--- src/rtl/rx_packet_arbiter.sv ---
// Packet-level round-robin merge of two rx packet FIFOs onto one stream; PKT_ARB_STATS_EN adds forwarded-packet counters.
// Latency: 1-cycle grant decision, then combinational pass-through; 1 idle cycle between packets.
// Backpressure: M_AXIS_TREADY passes straight to the granted source; the other source sees TREADY=0.
module rx_packet_arbiter #(
    parameter int C_DATA_WIDTH       = 32,
    parameter int C_DATA_COUNT_WIDTH = 11,
    parameter int C_STATS_WIDTH      = 32
) (
    input  logic                          aclk,
    input  logic                          aresetn,
    input  logic [C_DATA_WIDTH-1:0]       S0_AXIS_TDATA,
    input  logic                          S0_AXIS_TVALID,
    input  logic                          S0_AXIS_TLAST,
    output logic                          S0_AXIS_TREADY,
    input  logic [C_DATA_COUNT_WIDTH-1:0] S0_PACKET_COUNT,
    input  logic [C_DATA_WIDTH-1:0]       S1_AXIS_TDATA,
    input  logic                          S1_AXIS_TVALID,
    input  logic                          S1_AXIS_TLAST,
    output logic                          S1_AXIS_TREADY,
    input  logic [C_DATA_COUNT_WIDTH-1:0] S1_PACKET_COUNT,
    output logic [C_DATA_WIDTH-1:0]       M_AXIS_TDATA,
    output logic                          M_AXIS_TVALID,
    output logic                          M_AXIS_TLAST,
    output logic                          M_AXIS_TUSER,
    input  logic                          M_AXIS_TREADY,
    input  logic                          STATS_CLEAR,
    output logic [C_STATS_WIDTH-1:0]      S0_PKT_FWD,
    output logic [C_STATS_WIDTH-1:0]      S1_PKT_FWD
);

    localparam logic [2:0] ST_IDLE   = 3'b001;
    localparam logic [2:0] ST_GRANT0 = 3'b010;
    localparam logic [2:0] ST_GRANT1 = 3'b100;

    logic [2:0] state, state_nxt;
    logic       last_grant, last_grant_nxt;
    logic       elig0, elig1;
    logic       eop0, eop1;

    assign elig0 = (S0_PACKET_COUNT != '0);
    assign elig1 = (S1_PACKET_COUNT != '0);
    assign eop0  = (state == ST_GRANT0) & S0_AXIS_TVALID & M_AXIS_TREADY & S0_AXIS_TLAST;
    assign eop1  = (state == ST_GRANT1) & S1_AXIS_TVALID & M_AXIS_TREADY & S1_AXIS_TLAST;

    // Every grant returns through IDLE so the next decision sees the post-packet count.
    always_comb begin
        state_nxt      = ST_IDLE;
        last_grant_nxt = last_grant;
        case (state)
            ST_IDLE: begin
                if (elig0 && elig1)
                    state_nxt = last_grant ? ST_GRANT0 : ST_GRANT1;
                else if (elig0)
                    state_nxt = ST_GRANT0;
                else if (elig1)
                    state_nxt = ST_GRANT1;
                else
                    state_nxt = ST_IDLE;
            end
            ST_GRANT0: begin
                if (eop0) begin
                    state_nxt      = ST_IDLE;
                    last_grant_nxt = 1'b0;
                end else begin
                    state_nxt = ST_GRANT0;
                end
            end
            ST_GRANT1: begin
                if (eop1) begin
                    state_nxt      = ST_IDLE;
                    last_grant_nxt = 1'b1;
                end else begin
                    state_nxt = ST_GRANT1;
                end
            end
            default: state_nxt = ST_IDLE;
        endcase
    end

    always_ff @(posedge aclk) begin
        if (!aresetn) begin
            state      <= ST_IDLE;
            last_grant <= 1'b1;
        end else begin
            state      <= state_nxt;
            last_grant <= last_grant_nxt;
        end
    end

    always_comb begin
        M_AXIS_TDATA   = '0;
        M_AXIS_TVALID  = 1'b0;
        M_AXIS_TLAST   = 1'b0;
        M_AXIS_TUSER   = 1'b0;
        S0_AXIS_TREADY = 1'b0;
        S1_AXIS_TREADY = 1'b0;
        case (state)
            ST_GRANT0: begin
                M_AXIS_TDATA   = S0_AXIS_TDATA;
                M_AXIS_TVALID  = S0_AXIS_TVALID;
                M_AXIS_TLAST   = S0_AXIS_TLAST;
                M_AXIS_TUSER   = 1'b0;
                S0_AXIS_TREADY = M_AXIS_TREADY;
            end
            ST_GRANT1: begin
                M_AXIS_TDATA   = S1_AXIS_TDATA;
                M_AXIS_TVALID  = S1_AXIS_TVALID;
                M_AXIS_TLAST   = S1_AXIS_TLAST;
                M_AXIS_TUSER   = 1'b1;
                S1_AXIS_TREADY = M_AXIS_TREADY;
            end
            default: ;
        endcase
    end

`ifdef PKT_ARB_STATS_EN
    logic [C_STATS_WIDTH-1:0] fwd0, fwd1;

    // Saturating counters; a clear in the same cycle as a TLAST handshake wins.
    always_ff @(posedge aclk) begin
        if (!aresetn || STATS_CLEAR) begin
            fwd0 <= '0;
            fwd1 <= '0;
        end else begin
            if (eop0 && (fwd0 != '1))
                fwd0 <= fwd0 + C_STATS_WIDTH'(1);
            if (eop1 && (fwd1 != '1))
                fwd1 <= fwd1 + C_STATS_WIDTH'(1);
        end
    end

    assign S0_PKT_FWD = fwd0;
    assign S1_PKT_FWD = fwd1;
`else
    logic unused_stats_clear;
    assign unused_stats_clear = STATS_CLEAR;
    assign S0_PKT_FWD         = '0;
    assign S1_PKT_FWD         = '0;
`endif

endmodule

--- config.mk ---
export PLATFORM = sky130hd
export DESIGN_NAME = rx_packet_arbiter
export DESIGN_NICKNAME = d
export VERILOG_FILES = /design/src/rtl/rx_packet_arbiter.sv
export SDC_FILE = /design/constraint.sdc
export NUM_CORES = 1
export LEC_CHECK = 0
export ABC_AREA = 1
export CORE_AREA = 2 2 75 77
export DETAILED_ROUTE_END_ITERATION = 16
export DIE_AREA = 0 0 77 79
export PLACE_DENSITY = 0.87
export SLEW_MARGIN = 20
export SYNTH_ARGS = -nofsm -noshare
export SYNTH_HDL_FRONTEND = slang
export SYNTH_SLANG_ARGS = --single-unit
export TNS_END_PERCENT = 10
--- constraint.sdc ---
create_clock -name aclk -period 2.2 [get_ports aclk]
set_clock_uncertainty 0.05 [all_clocks]
set_input_delay 0.66 -clock aclk [delete_from_list [all_inputs] [get_ports aclk]]
set_output_delay 0.66 -clock aclk [all_outputs]
set_load 0.02 [all_outputs]
# Yosys cells after proc, flatten, opt, wreduce, memory -nomap -nowiden
# Index checks and enable logic that the tools add are counted.
[totals]
ff_bits = 4
in_bits = 94
output_inout_bits = 101
[op_classes]
n_eq_ne = 5
mux = 16
n_bitwise = 6
n_reduce_logical = 5
[op_table]
columns = ["cell", "count"]
rows = [
  ["$pmux W32 S2", 1],
  ["$reduce_bool A11 Y1", 2],
  ["$mux W3", 5],
  ["$pmux W3 S3", 1],
  ["$and A1 B1 Y1", 6],
  ["$pmux W1 S2", 3],
  ["$mux W1", 5],
  ["$ne A2 B2 Y1 const B", 2],
  ["$eq A3 B1 Y1 const B", 1],
  ["$eq A3 B2 Y1 const B", 1],
  ["$eq A3 B3 Y1 const B", 1],
  ["$reduce_and A3 Y1", 1],
  ["$mux W2", 1],
  ["$reduce_bool A2 Y1", 1],
  ["$logic_and A1 B1 Y1", 1],
]

# Logic depth before layout (Yosys ltp)
# Gate-level depths: netlist of the first run.
[depth]
ltp_word = 6
depth_mapped = 7
ltp_nobuf = 7

# Worst setup path after synthesis of the first run
# Ideal clock, no wire load.
[synth_timing]
path_type = "reg-to-output"
start = "register state[1]"
end = "output port M_AXIS_TDATA[10]"
t_arrival_ns = 1.000
path_slack_ns = 0.490
path_stages_with_launch = 6
path_buffers = 1
path_cell_list = "dfxtp_1 > inv_2 > nand3_4 > inv_6 > buf_8 > a22o_1"
[synth_via]
elab_chain_len = 2
word_cells_on_any_way = 3
classes_between = "2 x eq/ne; 1 x mux"
[synth_lines]
columns = ["element", "line", "text"]
rows = [
  ["from (decl)", "35", "logic [2:0] state, state_nxt;"],
  ["from (signal assigned)", "85", "state <= state_nxt;"],
  ["$eq A3 B3 Y1 / $eq A3 B2 Y1 (equally long branches)", "97", "case (state)"],
  ["$pmux W32 S2 *", "97", ""],
  ["to (decl)", "21", "output logic [C_DATA_WIDTH-1:0] M_AXIS_TDATA,"],
]
# Mark *: on every way between the ends. The rest lies on a longest branch, timed or not.

# Worst setup path after layout of the first run
[layout_timing]
start = "input port S1_AXIS_TDATA[20]"
end = "output port M_AXIS_TDATA[20]"
[layout_via]
elab_chain_len = 1
[layout_lines]
columns = ["element", "line", "text"]
rows = [
  ["from (decl)", "16", "input logic [C_DATA_WIDTH-1:0] S1_AXIS_TDATA,"],
  ["$pmux W32 S2", "97", ""],
]
# Every way passes these cells.

==> results of run 1 <==
power breakdown:
group	switching [mW]	leakage [nW]	internal, mW
Sequential	0.00562	0.0329	0.0797
Clock	0.0363	0.0216	0.116
Combinational	0.234	1.09	0.220
Yosys cell counts, types with 2 or more instances:
master / instances / area share [%]
a21oi_1: 3 / 1.2
a22o_1: 29 / 21
a22o_2: 5 / 4.1
and2_1: 2 / 1.0
buf_4: 65 / 40
buf_6: 2 / 1.8
buf_8: 3 / 3.7
dfxtp_1: 4 / 6.6
inv_1: 5 / 1.5
inv_2: 3 / 0.92
nand2_1: 14 / 4.3
nand3_1: 5 / 2.0
nand3_4: 2 / 2.9
nor2_1: 12 / 3.7
nor2_2: 3 / 1.5
critical path: cells and delay by family:
family | cells | cell delay, ns
compound gates | 1 | 0.25
buf+inv | 2 | 0.57
final timing paths:
kind / end / slack, ns / cells past startpoint / start
worst max-delay path: M_AXIS_TDATA[20] / 0.003 / 3 / S1_AXIS_TDATA[20]
worst min-delay path: last_grant$_SDFFE_PN1P_ / 0.48 / 2 / last_grant$_SDFFE_PN1P_
worst max register to register: last_grant$_SDFFE_PN1P_ / 0.85 / 8 / state[0]$_SDFF_PN1_
worst min register to register: last_grant$_SDFFE_PN1P_ / 0.48 / 2 / last_grant$_SDFFE_PN1P_
routing by layer:
layer,up-vias,global-route usage [%],share of wire [%]
li1,698,-,-
met1,617,13.1,37
met2,121,24.1,50
met3,6,4.20,12
met4,0,3.75,1.1
met5,-,0,0
layout make-up:
class	count	area share (%)
flip-flops and latches	4	3.56
multi-input cells	143	34.6
well taps	72	4.00
clock buffers	3	1.83
inverters	10	2.11
repair buffers	138	53.9
through the flow:
stage	instances	power, mW
floorplan	227	0.401
global placement	367	0.563
detailed placement	367	0.569
CTS	370	0.692
global route	370	0.732
finish	370	0.692
timing repair:
action / in CTS / in global routing
pin swaps: 0 / 1
gates resized for setup: 145 / 6
setup endpoints to repair: 37 / 11
setup buffers: 0 / 0
hold buffers: 0 / 0
cells by family (layout without fill, tap and decap cells):
logic type,after synthesis,after routing
AND/OR/NAND/NOR,40,40
buffers and inverters,80,151
AO/OA/AOI/OAI,39,39
other,1,64
flip-flops,4,4
flip-flops by register name (all words and copies together) (netlist names):
signal and flops:
state 3, last_grant 1
==> impl_metrics.toml, run 1 <==
[setup_path]
slowest_stage = "clkdlybuf4s50_1"
max_stage_delay_ns = 0.42
cp.arrival_ns = 1.49
worstPathCellList = "clkdlybuf4s50_1, a22o_2, buf_2"
crit_fanout = 1
path_class = "primary input to primary output"
critPathLaunchType = "primary input"
setup.worst_path.end_class = "primary output"
cp.required_ns = 1.49

[clocking]
root_buffer = "clkbuf_8"
clock_path_buffers = 2
cts_tree = "done"
clk_latency_ns = 0.22
numCtsBuffers = 3
cts_sinks = 4
clk_pin_slew_worst_paths_ns = 0.03
cts_max_level = 1

[synthesis]
synthDistinctLibCells = 22
synth_xor_xnor_area_share_pct = 0
synthMuxAreaShare_pct = 0
synth-edff-count = 0
seq_area_frac_synth_pct = 6.55
ys_ff_latch = 4
syn_area_per_cell_um2 = 7.45
ys.flop_type = "dfxtp_1"
async_flop_share_pct = 0
synth-compound-area-share_pct = 27.2
synthCells = 164
synth_fa_ha_area_share_pct = 0
synth_top_family_by_area = "buffers and inverters"
netlist_area_um2 = 1220
yosys.area_share.simple_pct = 16.8
yosys_warnings = 0

[floorplan]
start_util_pct = 22.9
coreArea_um2 = 5340
dieArea_um2 = 6080
io_pins = 195
rows = 27
die_x_um = 77
die_h_um = 79

[layout]
fillCellCount = 542
finalNetCount = 394
num_antenna_cells = 0
layout_common_cells = "91 x clkdlybuf4s50_1, 64 x conb_1, 32 x buf_2, 29 x a22o_1, 14 x nand2_1"
multiInputGateArea_um2 = 778
stdcell_area_um2 = 2250
regArea_um2 = 80.1
area_growth_pct = 84.2
layout_commonest_cell = "clkdlybuf4s50_1"
layout-drive-gt1-share_pct = 21.8
fin_util_pct = 42.2

[routing]
final_antenna_net_count = 0
drtPass1Iterations = 4
viasPerCell = 3.90
dr_total_vias = 1442
totalWireLength_mm = 4.29
drc = 0
first_iter_violations = 17
wl_per_cell_um = 11.6

[timing]
final_max_slew_viol_count = 0
hold_violations = 0
hold_ws_ns = 0.476
final-setup-viol-count = 0
clock.fmax_mhz = 455
setup-tns-final_ns = 0
layout_setup_ws_ns = 0.00290
fin_crit_sh_pct = 99.9
post-route-min-period_ns = 2.20
rsz0062_at_grt = "true"

[placement]
portBuffers = 129
gp_congestion = 0.751
place_ws_ns = -0.440
dpl_cell_area_um2 = 2380
hpwl_mm = 3.78

[power_and_ir_drop]
leakage_nw = 1.15
peakVddDrop_uv = 136
power_per_cell_area_nw_per_um2 = 307

[run_status]
status = "completed"

[global_route]
grt_use_total_pct = 12.6
grt_first_pass_wirelength_mm = 6.14
grt_overflow_total = 0
antenna_found_initial = 0
grt_pass1_vias = 1317
grt_max_degree = 36

[run]
maxCapViolCount = 0

[worst_hold_path]
worst_hold_path_type = "register to register"
No activity file was read; power rests on OpenSTA's default activity.
==> run 2: changes to the inputs <==
--- a/config.mk
+++ b/config.mk
@@ -7,6 +7,7 @@
 export LEC_CHECK = 0
 export ABC_AREA = 1
 export CORE_AREA = 2 2 75 77
+export CTS_CLUSTER_DIAMETER = 40
 export DETAILED_ROUTE_END_ITERATION = 16
 export DIE_AREA = 0 0 77 79
 export PLACE_DENSITY = 0.87
==> results of run 2 <==
Final layout, timing and power as in run 1 (identical DEF).
==> run 3: changes to the inputs <==
--- a/config.mk
+++ b/config.mk
@@ -10,6 +10,7 @@
 export CTS_CLUSTER_DIAMETER = 40
 export DETAILED_ROUTE_END_ITERATION = 16
 export DIE_AREA = 0 0 77 79
+export GPL_ROUTABILITY_DRIVEN = 0
 export PLACE_DENSITY = 0.87
 export SLEW_MARGIN = 20
 export SYNTH_ARGS = -nofsm -noshare
==> results of run 3 <==
Final layout, timing and power as in run 1 (identical DEF).
